## config.mk

```make
export PLATFORM = sky130hd
export DESIGN_NAME = exp_stream_datapath_flat
export DESIGN_NICKNAME = d
export VERILOG_FILES = /design/src/rtl/exp_pkg.sv /design/src/rtl/exp_stream_datapath_if.sv /design/src/rtl/sample_fifo.sv /design/src/rtl/exp_stream_datapath.sv /design/src/flat_wrapper.sv
export SDC_FILE = /design/constraint.sdc
export NUM_CORES = 1
export LEC_CHECK = 0
export CORE_MARGIN = 10
export CORE_UTILIZATION = 40
export DETAILED_ROUTE_END_ITERATION = 10
export GPL_ROUTABILITY_DRIVEN = 0
export HOLD_SLACK_MARGIN = 0.1
export MAX_ROUTING_LAYER = met4
export PLACE_DENSITY = 0.57
export SYNTH_ARGS = -nofsm -noshare
export SYNTH_HDL_FRONTEND = slang
export SYNTH_SLANG_ARGS = --single-unit
```

## constraint.sdc

```tcl
create_clock -name clock -period 11.45 [get_ports clock]
set_clock_uncertainty 0.05 [all_clocks]
set_input_delay 2.8625 -clock clock [delete_from_list [all_inputs] [get_ports clock]]
set_output_delay 2.8625 -clock clock [all_outputs]
set_load 0.02 [all_outputs]
```

## src/rtl/exp_pkg.sv

```systemverilog
// Shared definitions for the streaming exponential datapath.
//   state_e  : engine FSM states
//   one_fx   : fixed-point 1.0 for a given fraction width
//   recip    : floor(2**frac_w / k), the Horner divisor table entry
//   out_w    : width of the shifted result bus
package exp_pkg;

  typedef enum logic [1:0] {
    IDLE = 2'd0,
    ITER = 2'd1,
    DONE = 2'd2
  } state_e;

  function automatic longint unsigned one_fx(int frac_w);
    return 64'd1 << frac_w;
  endfunction

  // k = 0 never indexes a real Horner step; return 0 so the table is total.
  function automatic longint unsigned recip(int k, int frac_w);
    if (k <= 0) return 64'd0;
    return (64'd1 << frac_w) / 64'(k);
  endfunction

  // Room for the largest shift of a Q(int_w).frac_w value.
  function automatic int out_w(int int_w, int frac_w, int shift_w);
    return int_w + frac_w + (1 << shift_w) - 1;
  endfunction

endpackage

```

## src/rtl/exp_stream_datapath_if.sv

```systemverilog
// Operand/result stream bundle for exp_stream_datapath.
//   in_valid/in_ready/in_x/in_shift : operand handshake (source -> datapath)
//   out_valid/out_ready/out_data    : result handshake (datapath -> writer)
// slave  = datapath view, master = source/writer view.
interface exp_stream_datapath_if #(
  parameter int FRAC_W  = 16,
  parameter int INT_W   = 2,
  parameter int SHIFT_W = 2
);
  import exp_pkg::*;

  localparam int OUT_W = out_w(INT_W, FRAC_W, SHIFT_W);

  logic               in_valid;
  logic               in_ready;
  logic [FRAC_W-1:0]  in_x;
  logic [SHIFT_W-1:0] in_shift;
  logic               out_valid;
  logic               out_ready;
  logic [OUT_W-1:0]   out_data;

  modport slave (
    input  in_valid, in_x, in_shift, out_ready,
    output in_ready, out_valid, out_data
  );

  modport master (
    output in_valid, in_x, in_shift, out_ready,
    input  in_ready, out_valid, out_data
  );

endinterface

```

## src/rtl/sample_fifo.sv

```systemverilog
// Small synchronous FIFO holding packed {shift, x} operands.
//   clock, reset      : clock, async active-high reset
//   clear             : synchronous flush, wins over push/pop
//   push, wr_data     : write request (ignored when full)
//   pop, rd_data      : read request (ignored when empty); rd_data shows head
//   full, empty       : occupancy flags
module sample_fifo #(
  parameter int WIDTH = 18,
  parameter int DEPTH = 4
) (
  input  logic             clock,
  input  logic             reset,
  input  logic             clear,
  input  logic             push,
  input  logic [WIDTH-1:0] wr_data,
  input  logic             pop,
  output logic [WIDTH-1:0] rd_data,
  output logic             full,
  output logic             empty
);

  localparam int PW = $clog2(DEPTH);
  localparam int CW = PW + 1;

  logic [WIDTH-1:0] mem_q [DEPTH];
  logic [PW-1:0]    wr_ptr_q, wr_ptr_d;
  logic [PW-1:0]    rd_ptr_q, rd_ptr_d;
  logic [CW-1:0]    count_q, count_d;
  logic             do_push, do_pop;

  assign full    = (count_q == CW'(DEPTH));
  assign empty   = (count_q == '0);
  assign rd_data = mem_q[rd_ptr_q];

  // NOTE: every signal written here gets a default first, so no path leaves
  // it unassigned and no latch is inferred.
  always_comb begin
    do_push  = push & ~full  & ~clear;
    do_pop   = pop  & ~empty & ~clear;
    wr_ptr_d = wr_ptr_q;
    rd_ptr_d = rd_ptr_q;
    count_d  = count_q;
    if (clear) begin
      wr_ptr_d = '0;
      rd_ptr_d = '0;
      count_d  = '0;
    end else begin
      // Pointers are PW bits wide, so DEPTH being a power of two gives wrap.
      if (do_push) wr_ptr_d = wr_ptr_q + PW'(1);
      if (do_pop)  rd_ptr_d = rd_ptr_q + PW'(1);
      if (do_push && !do_pop) count_d = count_q + CW'(1);
      if (do_pop && !do_push) count_d = count_q - CW'(1);
    end
  end

  // NOTE: non-blocking assignments make every flop sample the pre-edge
  // values, independent of statement order.
  always_ff @(posedge clock or posedge reset) begin
    if (reset) begin
      wr_ptr_q <= '0;
      rd_ptr_q <= '0;
      count_q  <= '0;
    end else begin
      wr_ptr_q <= wr_ptr_d;
      rd_ptr_q <= rd_ptr_d;
      count_q  <= count_d;
    end
  end

  // NOTE: storage is deliberately not reset; the count and pointers decide
  // which entries are meaningful, so stale contents are never observed.
  always_ff @(posedge clock) begin
    if (do_push) mem_q[wr_ptr_q] <= wr_data;
  end

endmodule

```

## src/rtl/exp_stream_datapath.sv

```systemverilog
// Streaming e^x engine: operands queue in sample_fifo, an FSM pops one at a
// time, runs TERMS-1 truncating Horner steps and holds the shifted result
// until the writer accepts it.
//   clock, reset : clock, async active-high reset
//   clear        : synchronous flush of FIFO and engine
//   io (slave)   : operand and result handshakes
//   busy         : engine not idle or operands still queued
module exp_stream_datapath
  import exp_pkg::*;
#(
  parameter int FRAC_W  = 16,
  parameter int INT_W   = 2,
  parameter int SHIFT_W = 2,
  parameter int TERMS   = 8,
  parameter int DEPTH   = 4
) (
  input  logic                  clock,
  input  logic                  reset,
  input  logic                  clear,
  exp_stream_datapath_if.slave  io,
  output logic                  busy
);

  localparam int AW    = INT_W + FRAC_W;   // accumulator width
  localparam int RW    = FRAC_W + 1;       // reciprocal width, holds 2**FRAC_W
  localparam int KW    = $clog2(TERMS);
  localparam int OUT_W = out_w(INT_W, FRAC_W, SHIFT_W);
  localparam logic [AW-1:0] ONE_AW = AW'(one_fx(FRAC_W));

  state_e             state_q, state_d;
  logic [AW-1:0]      acc_q, acc_d;
  logic [KW-1:0]      k_q, k_d;
  logic [FRAC_W-1:0]  x_q, x_d;
  logic [SHIFT_W-1:0] shift_q, shift_d;
  logic [OUT_W-1:0]   out_data_q, out_data_d;

  logic                      fifo_push, fifo_pop, fifo_full, fifo_empty;
  logic [SHIFT_W+FRAC_W-1:0] fifo_rd;

  // Constant divisor table; entry 0 is never selected by a running engine.
  logic [RW-1:0] recip_tbl [TERMS];
  for (genvar g = 0; g < TERMS; g++) begin : g_recip
    assign recip_tbl[g] = RW'(recip(g, FRAC_W));
  end

  assign fifo_push = io.in_valid & ~fifo_full & ~clear;

  sample_fifo #(
    .WIDTH (SHIFT_W + FRAC_W),
    .DEPTH (DEPTH)
  ) u_fifo (
    .clock   (clock),
    .reset   (reset),
    .clear   (clear),
    .push    (fifo_push),
    .wr_data ({io.in_shift, io.in_x}),
    .pop     (fifo_pop),
    .rd_data (fifo_rd),
    .full    (fifo_full),
    .empty   (fifo_empty)
  );

  // One Horner step: acc' = ONE + ((((x*acc) >> F) * RECIP[k]) >> F).
  // Both products are formed at full width, then truncated by the shifts.
  logic [AW+FRAC_W-1:0] prod_p;
  logic [AW+RW-1:0]     prod_q;
  logic [AW-1:0]        p, q, acc_next;

  always_comb begin
    prod_p   = {{FRAC_W{1'b0}}, acc_q} * {{AW{1'b0}}, x_q};
    p        = AW'(prod_p >> FRAC_W);
    prod_q   = {{RW{1'b0}}, p} * {{AW{1'b0}}, recip_tbl[k_q]};
    q        = AW'(prod_q >> FRAC_W);
    acc_next = ONE_AW + q;
  end

  always_comb begin
    state_d    = state_q;
    acc_d      = acc_q;
    k_d        = k_q;
    x_d        = x_q;
    shift_d    = shift_q;
    out_data_d = out_data_q;
    fifo_pop   = 1'b0;
    if (clear) begin
      state_d = IDLE;
    end else begin
      unique case (state_q)
        IDLE: begin
          if (!fifo_empty) begin
            fifo_pop = 1'b1;
            x_d      = fifo_rd[FRAC_W-1:0];
            shift_d  = fifo_rd[FRAC_W +: SHIFT_W];
            acc_d    = ONE_AW;
            k_d      = KW'(TERMS - 1);
            state_d  = ITER;
          end
        end
        ITER: begin
          acc_d = acc_next;
          k_d   = k_q - KW'(1);
          if (k_q == KW'(1)) begin
            // Register the finished value so out_data is glitch-free in DONE.
            out_data_d = OUT_W'(acc_next) << shift_q;
            state_d    = DONE;
          end
        end
        DONE: begin
          if (io.out_ready) state_d = IDLE;
        end
        default: state_d = IDLE;
      endcase
    end
  end

  always_ff @(posedge clock or posedge reset) begin
    if (reset) begin
      state_q    <= IDLE;
      acc_q      <= '0;
      k_q        <= '0;
      x_q        <= '0;
      shift_q    <= '0;
      out_data_q <= '0;
    end else begin
      state_q    <= state_d;
      acc_q      <= acc_d;
      k_q        <= k_d;
      x_q        <= x_d;
      shift_q    <= shift_d;
      out_data_q <= out_data_d;
    end
  end

  assign io.in_ready  = ~fifo_full;
  assign io.out_valid = (state_q == DONE);
  assign io.out_data  = out_data_q;
  assign busy         = (state_q != IDLE) | ~fifo_empty;

endmodule

```

## src/flat_wrapper.sv

```systemverilog
// flat-port wrapper written by rule: the top's interface ports become plain ports
module exp_stream_datapath_flat import exp_pkg::*;
#(
  parameter int FRAC_W  = 16,
  parameter int INT_W   = 2,
  parameter int SHIFT_W = 2,
  parameter int TERMS   = 8,
  parameter int DEPTH   = 4
)
  (clock, reset, clear, busy, io_in_valid, io_in_x, io_in_shift, io_out_ready, io_in_ready, io_out_valid, io_out_data);
  exp_stream_datapath_if #(.FRAC_W(FRAC_W), .INT_W(INT_W), .SHIFT_W(SHIFT_W)) io_i ();
  input  logic clock;
  input  logic reset;
  input  logic clear;
  output logic busy;
  input wire logic [$bits(io_i.in_valid)-1:0] io_in_valid;
  input wire logic [$bits(io_i.in_x)-1:0] io_in_x;
  input wire logic [$bits(io_i.in_shift)-1:0] io_in_shift;
  input wire logic [$bits(io_i.out_ready)-1:0] io_out_ready;
  output wire logic [$bits(io_i.in_ready)-1:0] io_in_ready;
  output wire logic [$bits(io_i.out_valid)-1:0] io_out_valid;
  output wire logic [$bits(io_i.out_data)-1:0] io_out_data;
  assign io_i.in_valid = io_in_valid;
  assign io_i.in_x = io_in_x;
  assign io_i.in_shift = io_in_shift;
  assign io_i.out_ready = io_out_ready;
  assign io_in_ready = io_i.in_ready;
  assign io_out_valid = io_i.out_valid;
  assign io_out_data = io_i.out_data;
  exp_stream_datapath #(.FRAC_W(FRAC_W), .INT_W(INT_W), .SHIFT_W(SHIFT_W), .TERMS(TERMS), .DEPTH(DEPTH)) u_core (.clock(clock), .reset(reset), .clear(clear), .io(io_i), .busy(busy));
endmodule
```

==> flow_summary.ini, run 1 <==
[run_status]
status = complete, but fails checks
failed_checks = negative setup slack

[timing]
setup_slack_ns = -0.537
finalHoldViolations = 0
finalSetupViolCount = 35
min_period_over_period_pct = 105
slew_headroom_pct = 16.2
layout_min_cycle_time_ns = 11.99
rsz0062_at_grt = true
worst_slew_pin_slew_ns = 1.24
slew_viol_final = 0
fmax_mhz = 83.4

[critical_path]
crit_fanout = 4
slowest_stage = fa_1
cp.required_ns = 11.72
critical_path_class = reg2reg
path_common_cell = fa_1
arrival_ns = 12.26
critPathCaptureType = register
path_depth = 47
critPathMaxStageDelay_ns = 0.58
worstPathBufferInverterCount = 13
crit_family = adder cells
cp-start-kind = register
reg2regPathDepth = 47

[die]
io_pins = 47
die_w_um = 266
core_mm2 = 0.0601
num_rows = 90
start_util_pct = 40.3
die_h_um = 266
die_area_mm2 = 0.0708

[clock_tree]
cts.path.max_buffers = 2
cts_inserted_buffers = 17
hold_buffers = 0
insertion_delay_ns = 0.44
cts_num_sinks = 141
cts_max_level = 4
path_clk_slew_ns = 0.07
cts-root-buf = clkbuf_16
cts_tree = yes

[drt]
drtIter0Drc = 964
routedWlPerCell_um = 18.7
via_per_inst = 5.06
vias = 18700
dr.pass1.iters = 8
wirelength_mm = 69.0
route.detailed.drc = 0
ant_nets = 0

[global_routing]
use_met3_pct = 1.94
grt_pass1_vias = 20800
grt_use_met1_pct = 26.3
top_usage_layer = met2
globalRoute.totalOverflow = 0
antenna_found_initial = 0
grt_pass1_wl_mm = 113
use_met2_pct = 35.2
grt_max_degree = 70
grt_usage_pct = 21.0

[logic_synthesis]
ys_ff_latch = 141
syn-cell-area_mm2 = 0.0242
seq_area_frac_synth_pct = 16.1
ys.flop_type = edfxtp_1
synth_edf_count = 72
ys_async_sr_fraction_pct = 48.9
syn-num-nets = 3251
syn_inst = 2553
avgSynthCellArea_um2 = 9.48
synth_cell_type_count = 71
synth_warnings = 0

[finish]
mostFrequentLayoutCells = 568 x inv_1, 436 x fa_1, 371 x nand2_1, 349 x buf_4, 209 x ha_1
area_delta_synth_final_pct = 23.7
layout-drive-gt1-share_pct = 21.7
mostFrequentLayoutCell = inv_1
fin_nets = 3593

[place]
dp_slack_ns = -0.996
port_buffers = 46
hpwl_mm = 57.5

[min_path]
hold_depth = 2
min_path_type = reg2reg

[run]
cap_violations = 0
worst register-to-register path: cells and delay by family (launching register included):
kind / cells / cell delay [ns]
adder cells (fa/ha/maj): 14 / 6.63
AO/OA/AOI/OAI: 15 / 3.03
buffers and inverters: 13 / 1.02
AND/OR/NAND/NOR: 5 / 0.71
flip-flops: 1 / 0.47
metal layers:
metal,routed length [µm],share of wire (%),vias up
met1,29400,43,9546
met4,2510,3.6,0
li1,-,-,8494
met3,2930,4.2,121
met2,34100,49,499
met5,0,0,-
cell families after synthesis:
kind of cell,after synthesis,synth area share [%]
simple gates,752,14.0
buf+inv,682,10.6
fa+ha+maj,675,49.0
compound gates,214,5.85
flops,141,16.1
xor+xnor,54,2.02
mux,35,2.52
state kept, by name, indices dropped and copies added, names as in the netlist:
register                count
u_core.state_q              2
u_core.u_fifo.mem_q        72
u_core.shift_q              2
u_core.x_q                 16
u_core.u_fifo.count_q       3
u_core.acc_q               18
u_core.k_q                  3
u_core.u_fifo.rd_ptr_q      2
u_core.io.out_data         21
u_core.u_fifo.wr_ptr_q      2
repair_timing:
item | in CTS | in global routing
endpoints found under the hold margin | 0 | 0
buffers inserted | 29 | 27
resized for setup | 134 | 113
pin swaps | 56 | 70
endpoints found under the setup margin | 39 | 39
worst paths after layout:
check                                            endpoint  slack [ns]                  start
worst max register to register     u_core.io.out_data[17]       -0.54       u_core.acc_q[10]
min in group asynchronous       u_core.u_fifo.rd_ptr_q[0]        3.04                  reset
worst min-delay path                u_core.io.out_data[5]        0.45  u_core.io.out_data[5]
max in group asynchronous                   u_core.x_q[2]        7.61                  reset
worst min register to register      u_core.io.out_data[5]        0.45  u_core.io.out_data[5]
worst max-delay path               u_core.io.out_data[17]       -0.54       u_core.acc_q[10]
cell type report:
type	instances	area, µm²
Clock inverter	12	138
Sequential cell	141	3910
Tap cell	782	978
Fill cell	5633	30200
Clock buffer	20	457
Antenna cell	1	2.50
Inverter	586	2200
Timing Repair Buffer	419	3370
Multi-Input combinational cell	1730	18900
Yosys cell counts (4+ instances only):
| library cell | instances | area share [%] |
|---|---|---|
| a211oi_1 | 10 | 0.31 |
| a21o_1 | 23 | 0.71 |
| a21oi_1 | 53 | 1.1 |
| a22o_1 | 13 | 0.47 |
| a22oi_1 | 5 | 0.16 |
| a31oi_1 | 9 | 0.23 |
| and2_1 | 140 | 3.6 |
| and3_1 | 4 | 0.10 |
| buf_1 | 5 | 0.078 |
| clkbuf_1 | 86 | 1.3 |
| dfrtp_1 | 69 | 7.1 |
| edfxtp_1 | 72 | 8.9 |
| fa_1 | 454 | 38 |
| ha_1 | 221 | 11 |
| inv_1 | 585 | 9.1 |
| mux2_2 | 4 | 0.19 |
| mux2i_1 | 11 | 0.45 |
| mux4_2 | 19 | 1.8 |
| nand2_1 | 387 | 6.0 |
| nand3_1 | 18 | 0.37 |
| nand4_1 | 12 | 0.31 |
| nor2_1 | 138 | 2.1 |
| nor2b_1 | 10 | 0.26 |
| nor3_1 | 17 | 0.35 |
| o211ai_1 | 6 | 0.19 |
| o21a_1 | 6 | 0.19 |
| o21ai_0 | 45 | 0.93 |
| o21bai_1 | 4 | 0.12 |
| o31ai_1 | 7 | 0.22 |
| or3_1 | 4 | 0.10 |
| or4_1 | 4 | 0.12 |
| xnor2_1 | 31 | 1.1 |
| xor2_1 | 21 | 0.76 |
per-stage QoR:
| stage | util [%] | hold WS [ns] | area (µm²) | cells | setup TNS (ns) |
|---|---|---|---|---|---|
| 2_1_floorplan | - | 0.457 | 24500 | 2553 | -0.0624 |
| 3_3_place_gp | 46.6 | 0.422 | 28000 | 3612 | -17.06 |
| 3_5_place_dp | 46.6 | 0.425 | 28000 | 3612 | -22.29 |
| 4_1_cts | 48.7 | 0.450 | 29300 | 3666 | -8.77 |
| 5_1_grt | 49.8 | 0.474 | 29900 | 3690 | -25.10 |
| 6_report | 49.8 | 0.446 | 29900 | 3691 | -11.02 |
Power of run 1 is left out: the tool's default activity adds up to more than one toggle a clock period on the data nets, which glitch-free logic cannot reach.
==> run 2: changes to the inputs <==
CORE_UTILIZATION = 59   (was 40)
PLACE_DENSITY = 0.79   (was 0.57)
==> flow_summary.ini, run 2 (same netlist as run 1, synthesis figures left out) <==
[timing]
rsz0062_at_grt = true
layout_min_cycle_time_ns = 12.95
finalSetupViolCount = 39
finalSetupTns_ns = -42.75
worst_slew_pin_slew_ns = 1.63
slew_headroom_pct = -9.81
finalHoldViolations = 0
fmax_mhz = 77.2
min_period_over_period_pct = 113
setup_slack_ns = -1.50
slew_viol_final = 19
fin_hold_ws_ns = 0.448

[critical_path]
r2r_start = u_core.acc_q[9]
critPathCaptureType = register
crit_fanout = 10
critical_path_class = reg2reg
reg2reg_to = u_core.io.out_data[19]
critPathMaxStageDelay_ns = 0.70
reg2regPathDepth = 47
path_common_cell = fa_1
cp-start-kind = register
cp.required_ns = 11.75
slowest_stage = fa_1
reg2reg_slack_ns = -1.50
arrival_ns = 13.25

[global_routing]
grt_pass1_vias = 23500
grt_usage_pct = 32.4
grt_use_met1_pct = 35.3
grt_max_degree = 70
antenna_found_initial = 4
globalRoute.totalOverflow = 0
grt_pass1_wl_mm = 124
use_met2_pct = 51.6
top_usage_layer = met2
use_met3_pct = 8.52

[finish]
utilization_pct = 74.7
mostFrequentLayoutCell = inv_1
instances_no_fill = 3468
layout-drive-gt1-share_pct = 24.4
largest_register_ffs = 72
area_delta_synth_final_pct = 25.7
largest_register = u_core.u_fifo.mem_q
fin_nets = 3615
mostFrequentLayoutCells = 563 x inv_1, 427 x fa_1, 363 x nand2_1, 327 x buf_4, 201 x ha_1

[min_path]
hold_end = u_core.io.out_data[5]
hold_depth = 2
min_path_type = reg2reg
hp-start = u_core.io.out_data[5]

[drt]
drtIter0Drc = 3154
route.detailed.drc = 0
routedWlPerCell_um = 26.1
via_per_inst = 6.38
dr.pass1.iters = 7
vias = 22100
ant_nets = 0
wirelength_mm = 90.6

[run]
cap_violations = 2

[die]
die_h_um = 223
core_mm2 = 0.0407
die_w_um = 223
die_area_mm2 = 0.0495
num_rows = 74
io_pins = 47
start_util_pct = 59.4

[run_status]
status = complete, but fails checks
failed_checks = max-capacitance violations, max-slew violations, negative setup slack

[place]
placed_cells = 3347
hpwl_mm = 55.7
port_buffers = 46

[clock_tree]
cts_tree = yes
cts_num_sinks = 141
cts.path.max_buffers = 2
cts_max_level = 4
cts-root-buf = clkbuf_16
hold_buffers = 0
cts_inserted_buffers = 17
path_clk_slew_ns = 0.08
insertion_delay_ns = 0.46
[run 2: how the worst max path moves through the flow]
stage                    start                     end  slack (ns)  cells after the start
6_report       u_core.acc_q[9]  u_core.io.out_data[19]       -1.50                     47
3_3_place_gp   u_core.acc_q[3]   u_core.io.out_data[7]       -0.66                     43
4_1_cts        u_core.acc_q[6]  u_core.io.out_data[10]       -0.38                     42
2_1_floorplan    u_core.x_q[7]  u_core.io.out_data[10]       -0.06                     48
5_1_grt          u_core.x_q[7]  u_core.io.out_data[19]       -1.79                     48
3_5_place_dp     u_core.x_q[1]   u_core.io.out_data[7]       -0.96                     43
[run 2: worst max-delay path: cells and delay by family, from the launching register on]
kind / cells / cell delay, ns
AOI/OAI and AO/OA: 8 / 1.82
xor gates and xnor gates: 1 / 0.23
adders and majority gates: 14 / 7.19
buffers and inverters: 15 / 1.54
DFF: 1 / 0.46
and+or+nand+nor: 9 / 1.52
[run 2: metal layers]
| metal | up-vias | wire length, µm |
|---|---|---|
| met1 | 10500 | 27500 |
| met3 | 872 | 13100 |
| li1 | 8539 | - |
| met2 | 2209 | 40700 |
| met5 | - | 0 |
| met4 | 0 | 9290 |
[run 2: metrics by stage]
stage	cell area (µm²)	worst slack [ns]
finish	30400	-1.50
floorplan	24500	-0.0624
CTS	29500	-0.379
global route	30400	-1.79
global placement	27600	-0.663
detailed placement	27600	-0.962
[run 2: what timing repair did]
action / CTS / global route
buffers inserted: 62 / 42
pin swaps: 120 / 93
gates resized for setup: 209 / 175
endpoints found under the setup margin: 39 / 39
[run 2: final cells by class]
cell class	instances	area (µm²)
multi-input combinational	1730	19300
fill	2240	10300
sequential	141	3900
timing repair buffer	441	3720
inverter	586	2200
tap	532	666
clock buffer	17	425
clock inverter	15	174
antenna	6	15.0
Power of run 2 is left out for the same reason.
